[config.mk]
export PLATFORM = sky130hd
export DESIGN_NAME = mem_port_arbiter
export DESIGN_NICKNAME = d
export VERILOG_FILES = /design/src/rtl/mem_arb_pkg.sv /design/src/rtl/mem_arb_timer.sv /design/src/rtl/mem_port_arbiter.sv
export SDC_FILE = /design/constraint.sdc
export NUM_CORES = 1
export LEC_CHECK = 0
export CORE_ASPECT_RATIO = 1.25
export CORE_UTILIZATION = 42
export DETAILED_ROUTE_END_ITERATION = 6
export PLACE_DENSITY_LB_ADDON = 0.1
export SLEW_MARGIN = 15
export SYNTH_ARGS = -nofsm -noshare
export SYNTH_HDL_FRONTEND = slang
export SYNTH_SLANG_ARGS = --single-unit
[constraint.sdc]
create_clock -name clk -period 6.95 [get_ports clk]
set_input_delay 0.695 -clock clk [delete_from_list [all_inputs] [get_ports clk]]
set_output_delay 0.695 -clock clk [all_outputs]
set_load 0.05 [all_outputs]
[src/rtl/mem_arb_pkg.sv]
// Shared types for the instruction/data memory port arbiter.
// States, bus owner and the captured bus payload.
package mem_arb_pkg;

    localparam int ARB_AW = 32;
    localparam int ARB_DW = 32;

    typedef enum logic [1:0] {
        IDLE,
        WAIT_GNT,
        WAIT_RSP,
        DRAIN
    } state_t;

    typedef enum logic [1:0] {
        NONE,
        FETCH,
        DATA
    } owner_t;

    typedef struct packed {
        logic                  we;
        logic [ARB_DW/8-1:0]   be;
        logic [ARB_AW-1:0]     addr;
        logic [ARB_DW-1:0]     wdata;
    } payload_t;

endpackage

[src/rtl/mem_arb_timer.sv]
// Response watchdog counter shared by WAIT_RSP and DRAIN.
// cnt holds the 1-based ordinal of the current cycle in the state.
module mem_arb_timer #(
    parameter int TIMEOUT = 255
) (
    input  logic clk,
    input  logic reset,
    input  logic clr,
    input  logic en,
    output logic expired
);

    localparam int TW = $clog2(TIMEOUT + 1);

    logic [TW-1:0] cnt;

    // Load 1 on state entry, then count up and saturate at TIMEOUT.
    always_ff @(posedge clk or posedge reset) begin
        if (reset)
            cnt <= '0;
        else if (clr)
            cnt <= TW'(1);
        else if (en && cnt != TW'(TIMEOUT))
            cnt <= cnt + 1'b1;
    end

    assign expired = (cnt == TW'(TIMEOUT));

endmodule

[src/rtl/mem_port_arbiter.sv]
// Shares one memory bus between the fetch and load/store ports.
// Data has priority; fetch wins after MAX_STREAK data grants.
module mem_port_arbiter
    import mem_arb_pkg::*;
#(
    parameter int AW         = 32,
    parameter int DW         = 32,
    parameter int MAX_STREAK = 4,
    parameter int TIMEOUT    = 255
) (
    input  logic            clk,
    input  logic            reset,
    input  logic            i_req,
    input  logic [AW-1:0]   i_addr,
    output logic [DW-1:0]   i_rdata,
    output logic            i_stall,
    output logic            i_fault,
    input  logic            d_req,
    input  logic            d_we,
    input  logic [DW/8-1:0] d_be,
    input  logic [AW-1:0]   d_addr,
    input  logic [DW-1:0]   d_wdata,
    output logic [DW-1:0]   d_rdata,
    output logic            d_stall,
    output logic            d_err,
    output logic            mem_req,
    output logic            mem_we,
    output logic [DW/8-1:0] mem_be,
    output logic [AW-1:0]   mem_addr,
    output logic [DW-1:0]   mem_wdata,
    input  logic            mem_gnt,
    input  logic            mem_rvalid,
    input  logic [DW-1:0]   mem_rdata,
    input  logic            mem_err
);

    localparam int SW = $clog2(MAX_STREAK + 1);

    state_t        state;
    owner_t        owner;
    logic [SW-1:0] streak;
    payload_t      pl_q;
    payload_t      pl_next;
    payload_t      pl_out;

    logic fetch_win;
    logic data_win;
    logic grant;
    logic rsp;
    logic abort;
    logic f_cpl;
    logic d_cpl;
    logic expired;
    logic tmr_clr;
    logic tmr_en;

    // Arbitration and the winner's payload (only acted on in IDLE).
    always_comb begin
        fetch_win = i_req & (~d_req | (streak == SW'(MAX_STREAK)));
        data_win  = d_req & ~fetch_win;
        grant     = (state == IDLE) & ~reset & (fetch_win | data_win);
        pl_next   = '0;
        if (fetch_win) begin
            pl_next.we    = 1'b0;
            pl_next.be    = '1;
            pl_next.addr  = i_addr;
            pl_next.wdata = '0;
        end else begin
            pl_next.we    = d_we;
            pl_next.be    = d_be;
            pl_next.addr  = d_addr;
            pl_next.wdata = d_wdata;
        end
    end

    // Bus side: live payload on the grant cycle, held copy afterwards.
    always_comb begin
        pl_out    = (state == IDLE) ? pl_next : pl_q;
        mem_req   = grant | (state == WAIT_GNT);
        mem_we    = pl_out.we;
        mem_be    = pl_out.be;
        mem_addr  = pl_out.addr;
        mem_wdata = pl_out.wdata;
    end

    // Completion steering; a requester that dropped its req gets nothing.
    always_comb begin
        rsp     = (state == WAIT_RSP) & mem_rvalid;
        abort   = (state == WAIT_RSP) & ~mem_rvalid & expired;
        f_cpl   = (rsp | abort) & (owner == FETCH) & i_req;
        d_cpl   = (rsp | abort) & (owner == DATA) & d_req;
        i_stall = i_req & ~f_cpl;
        d_stall = d_req & ~d_cpl;
        i_rdata = (f_cpl & rsp) ? mem_rdata : '0;
        d_rdata = (d_cpl & rsp) ? mem_rdata : '0;
        i_fault = f_cpl & (abort | mem_err);
        d_err   = d_cpl & (abort | mem_err);
        tmr_clr = (grant & mem_gnt)
                | ((state == WAIT_GNT) & mem_gnt)
                | abort;
        tmr_en  = (state == WAIT_RSP) | (state == DRAIN);
    end

    mem_arb_timer #(
        .TIMEOUT (TIMEOUT)
    ) u_timer (
        .clk     (clk),
        .reset   (reset),
        .clr     (tmr_clr),
        .en      (tmr_en),
        .expired (expired)
    );

    // Transaction FSM, owner, payload capture and fetch starvation streak.
    always_ff @(posedge clk or posedge reset) begin
        if (reset) begin
            state  <= IDLE;
            owner  <= NONE;
            streak <= '0;
            pl_q   <= '0;
        end else begin
            if (!i_req || (grant && fetch_win))
                streak <= '0;
            else if (grant && streak != SW'(MAX_STREAK))
                streak <= streak + 1'b1;
            unique case (state)
                IDLE: begin
                    if (grant) begin
                        owner <= fetch_win ? FETCH : DATA;
                        pl_q  <= pl_next;
                        state <= mem_gnt ? WAIT_RSP : WAIT_GNT;
                    end
                end
                WAIT_GNT: begin
                    if (mem_gnt)
                        state <= WAIT_RSP;
                end
                WAIT_RSP: begin
                    if (mem_rvalid) begin
                        state <= IDLE;
                        owner <= NONE;
                    end else if (expired) begin
                        state <= DRAIN;
                        owner <= NONE;
                    end
                end
                DRAIN: begin
                    if (mem_rvalid || expired)
                        state <= IDLE;
                end
                default: state <= IDLE;
            endcase
        end
    end

endmodule

# Word-level counts from Yosys, hierarchy flattened
# Index checks and enable logic that the tools add are counted.
[word_totals]
output_inout_bits = 138
regBits = 84
in_bits = 140
elab_cells = 89
[classes]
addsub = 2
eq_ne = 13
n_reduce_logical = 13
bitwise = 33
mux = 20
[ops]
columns = ["cell", "n"]
rows = [
  ["$mux W69", 2],
  ["$mux W32", 2],
  ["$mux W2", 10],
  ["$and A1 B1 Y1", 19],
  ["$mux W8", 2],
  ["$add A8 B1 Y8 const B", 1],
  ["$eq A8 B8 Y1 const B", 1],
  ["$ne A8 B8 Y1 const B", 1],
  ["$or A1 B1 Y1", 8],
  ["$pmux W2 S4", 1],
  ["$eq A2 B2 Y1 const B", 3],
  ["$mux W3", 2],
  ["$ne A3 B3 Y1 const B", 2],
  ["$not A1 Y1", 6],
  ["$reduce_bool A2 Y1", 3],
  ["$eq A2 B1 Y1 const B", 2],
  ["$ne A2 B2 Y1 const B", 2],
  ["$pmux W2 S2", 1],
  ["$reduce_and A4 Y1", 1],
  ["$add A3 B1 Y3 const B", 1],
  ["$eq A3 B3 Y1 const B", 1],
  ["$logic_and A1 B1 Y1", 3],
  ["$reduce_and A3 Y1", 1],
  ["$logic_not A2 Y1", 1],
  ["4 further kinds", 5],
]

# Depth between registers and ports, before layout
[depth]
depth_word = 11
ltp_mapped = 8
mapped_depth_nobuf = 6

# Cells and area by module
# A second synthesis with hierarchy kept.
[hier_totals]
hier_cells = 690
hier_area_um2 = 5550.3
[by_module_without_submodules]
columns = ["module", "cells_each", "instances", "seq_area_each_um2", "area_per_inst_um2"]
rows = [
  ["mem_port_arbiter", 642, 1, 1901.8, 5063.6],
  ["mem_arb_timer", 48, 1, 200.2, 486.7],
]

# Worst setup path before layout
# Ideal clock, no wire load.
[synth_timing]
path_type = "input to output"
startpoint = "input port d_req"
endpoint = "output port mem_addr[5]"
path_stages = 6
arrival_time_ns = 2.541
slack_ns = 3.714
t_required_ns = 6.255
n_path_buf = 2
cell_sequence = "a21boi_1 > nor2b_1 > buf_4 > buf_4 > mux2i_1 > o21ai_0"
[synth_between]
elab_chain_len = 5
[synth_rtl]
columns = ["item", "line", "source"]
rows = [
  ["from (decl)", "mem_port_arbiter.sv:18", "input logic d_req,"],
  ["$not A1 Y1", "mem_port_arbiter.sv:59", "fetch_win = i_req & (~d_req | (streak == SW'(MAX_STREAK)));"],
  ["$or A1 B1 Y1", "mem_port_arbiter.sv:59", ""],
  ["$and A1 B1 Y1", "mem_port_arbiter.sv:59", ""],
  ["$mux W69", "mem_port_arbiter.sv:63", "if (fetch_win) begin"],
  ["$mux W69", "mem_port_arbiter.sv:78", "pl_out = (state == IDLE) ? pl_next : pl_q;"],
  ["to (decl)", "mem_port_arbiter.sv:29", "output logic [AW-1:0] mem_addr,"],
]
# Every way passes these cells.

# Final worst setup path
[layout_timing]
startpoint = "input port d_req"
endpoint = "output port mem_wdata[0]"
[layout_between]
elab_chain_len = 5
[layout_rtl]
columns = ["item", "line", "source"]
rows = [
  ["$not A1 Y1", "mem_port_arbiter.sv:59", ""],
  ["$or A1 B1 Y1", "mem_port_arbiter.sv:59", ""],
  ["$and A1 B1 Y1", "mem_port_arbiter.sv:59", ""],
  ["$mux W69", "mem_port_arbiter.sv:63", ""],
  ["$mux W69", "mem_port_arbiter.sv:78", ""],
  ["to (decl)", "mem_port_arbiter.sv:30", "output logic [DW-1:0] mem_wdata,"],
]
# Every way passes these cells.

==> flow_summary.toml <==
[layout]
nFillCells = 932
fin_cells = 1009
diodes = 0
seq_area_mm2 = 0.00210
synthToLayoutAreaGrowth_pct = 62.1
nets = 1012
finalCoreUtilization_pct = 71.1
drive_gt1_share_pct = 3.20
fin_area_mm2 = 0.00799
multi_input_area_mm2 = 0.00262

[setup_path]
cp.required_ns = 6.25
r2r-end = "streak[2]"
cp_max_fo = 34
cp_data_arrival_time_ns = 3.67
slowest_delay_ns = 0.86
crit_type = "in2out"
startpoint_type = "input port"
rr_worst_depth = 5
crit_chain = "clkdlybuf4s50_1, a21boi_1, nand2b_2, nand2_1, o21ai_0, clkdlybuf4s50_1"
crit_top_cell = "clkdlybuf4s50_1"
worst_setup_path_end_kind = "output port"
cpMaxStageDelayCell = "clkdlybuf4s50_1"
r2r_start = "state[1]"
reg2reg_slack_ns = 4.46

[drt]
ant_nets = 0
avgViaCountPerCell = 5.08
drc = 0
via_count = 5124
drt-initial-drc-count = 244
wl_per_cell_um = 15.6
wl_mm = 15.7
dr.pass1.iters = 4

[timing]
period_share_pct = 62.8
period_needed_ns = 4.36
fmax_mhz = 229
slew_headroom_pct = 30.7
hold_viol_final = 0
slew_viol_final = 0
tightestPinTransition_ns = 1.04
finalWorstSetupSlack_ns = 2.59
setup_violations = 0
fin_setup_tns_ns = 0
skew_ns = 0.00770
rsz0062_at_grt = "false"

[die]
core-area_mm2 = 0.0112
initial_core_util_pct = 43.9
die-area_mm2 = 0.0122
rows = 43
die_h_um = 123
fp.dieW_um = 98.9
pin_count = 278

[place]
dp_slack_ns = 2.61
placedCellCount = 993
gp_congestion = 0.774
dp_hpwl_mm = 11.8
io_buffers = 277
dpl_cell_area_mm2 = 0.00770

[pwr]
power_density_mw_per_mm2 = 287
irDropWorstVdd_uv = 203
leakage_nw = 3.34

[clock_network]
root_buffer = "clkbuf_16"
clock-sinks = 84
cts_setup_buffers = 0
cts_tree = "built"
postCtsHoldBufs = 0
numCtsBuffers = 9
clock_latency_ns = 0.33
htreeDepth = 3
post_cts_resized = 0
clockBufferDepth = 2
cts.clk_slew.worst_paths_ns = 0.06

[yosys]
synth.distinct_cells = 40
postSynthCellCount = 625
seq_area_frac_synth_pct = 42.6
yosysMostFrequentCell = "nand2_1"
netlist_area_mm2 = 0.00493
synth_commonest_cells = "nand2_1, o21ai_0, dfrtp_1, and2_1, mux2i_1"
postSynthRegisterBits = 84
synth.area.top_cells = "dfrtp_1, o21ai_0, nand2_1, and2_1, mux2i_1"
async_reset_ff_share_pct = 100
syn_area_per_cell_um2 = 7.89
yosys.area.top_type = "dfrtp_1"
yosysTopAreaCellShare_pct = 42.6
yosysWarnings = 0
ys.flop_type = "dfrtp_1"
synth_edf_count = 0
syn-num-nets = 768

[global_routing]
grt_pass1_wl_mm = 24.0
antenna_found_initial = 0
grt_max_degree = 139
grt_pass1_vias = 4725
grt.total_usage_pct = 25.4
grt-ovfl-total = 0

[run]
maxCapViolations = 0

[outcome]
status = "complete, no violations"

[min_path]
hp-start = "pl_q[63]"
min_path_cells = 2
holdPathEnd = "pl_q[63]"
hold_path.class = "reg2reg"
[cell families (layout without fill, tap and decap cells)]
family	count (synthesis)	in the layout	share of synthesized area [%]
buffers and inverters	53	302	4.85
AO/OA/AOI/OAI	166	166	18.0
XOR/XNOR	3	3	0.533
AND/OR/NAND/NOR	282	282	26.3
multiplexers	34	34	6.93
flip-flops	84	84	42.6
adder cells (fa/ha/maj)	3	3	0.761
[through the flow]
stage / power [mW] / hold WS, ns
floorplan: 1.46 / 0.450
global placement: 1.83 / 0.461
detailed placement: 1.86 / 0.471
CTS: 2.31 / 0.485
global route: 2.42 / 0.506
finish: 2.29 / 0.478
[worst max-delay path, delay by kind of cell]
| kind | cells | cell delay, ns |
|---|---|---|
| AND/OR/NAND/NOR | 2 | 0.86 |
| buffers and inverters | 2 | 1.43 |
| AO/OA/AOI/OAI | 2 | 0.66 |
[registers in the layout, indices dropped and copies added (netlist names)]
name	flops
pl_q	69
u_timer.cnt	8
streak	3
owner	2
state	2
[power by group]
| group | leakage [nW] | internal (mW) | switching (mW) |
|---|---|---|---|
| registers | 1.06 | 0.627 | 0.0856 |
| clock network | 0.142 | 0.260 | 0.184 |
| logic | 2.13 | 0.389 | 0.746 |
[placed cells by master, fill, tap and decap left out, types with 3 or more instances in the layout]
| cell type | count |
|---|---|
| ha_1 | 3 |
| mux2i_1 | 33 |
| clkinv_2 | 4 |
| buf_4 | 4 |
| a211oi_1 | 4 |
| a22o_1 | 3 |
| dfrtp_1 | 84 |
| o21bai_1 | 3 |
| nand2_1 | 177 |
| nor2_1 | 15 |
| nand2b_1 | 6 |
| clkbuf_16 | 9 |
| and3_1 | 4 |
| clkdlybuf4s50_1 | 277 |
| a21oi_1 | 6 |
| o31ai_1 | 3 |
| nor3_1 | 3 |
| o21ai_0 | 139 |
| and2_1 | 64 |
| inv_1 | 4 |
[cell type report]
type | instances | area share (%)
multi-input combinational | 488 | 32.8
inverter | 5 | 0.250
clock inverter | 4 | 0.297
timing repair buffer | 281 | 35.1
clock buffer | 12 | 3.21
sequential | 84 | 26.3
tap | 135 | 2.11
[worst max path at each step]
| stage | from | to | cells past startpoint |
|---|---|---|---|
| 2_1_floorplan | d_req | mem_addr[5] | 6 |
| 3_3_place_gp | d_req | mem_wdata[0] | 6 |
| 3_5_place_dp | d_req | mem_wdata[0] | 6 |
| 4_1_cts | i_req | mem_addr[6] | 6 |
| 5_1_grt | d_req | mem_wdata[0] | 6 |
| 6_report | d_req | mem_wdata[0] | 6 |
[layer usage]
metal	part of all wire (%)	track usage (%)
met1	42	32.1
met2	49	42.9
met3	6.8	4.92
met4	2.3	10.2
met5	0	0
Note: power is estimated with default switching activity, not from simulation.
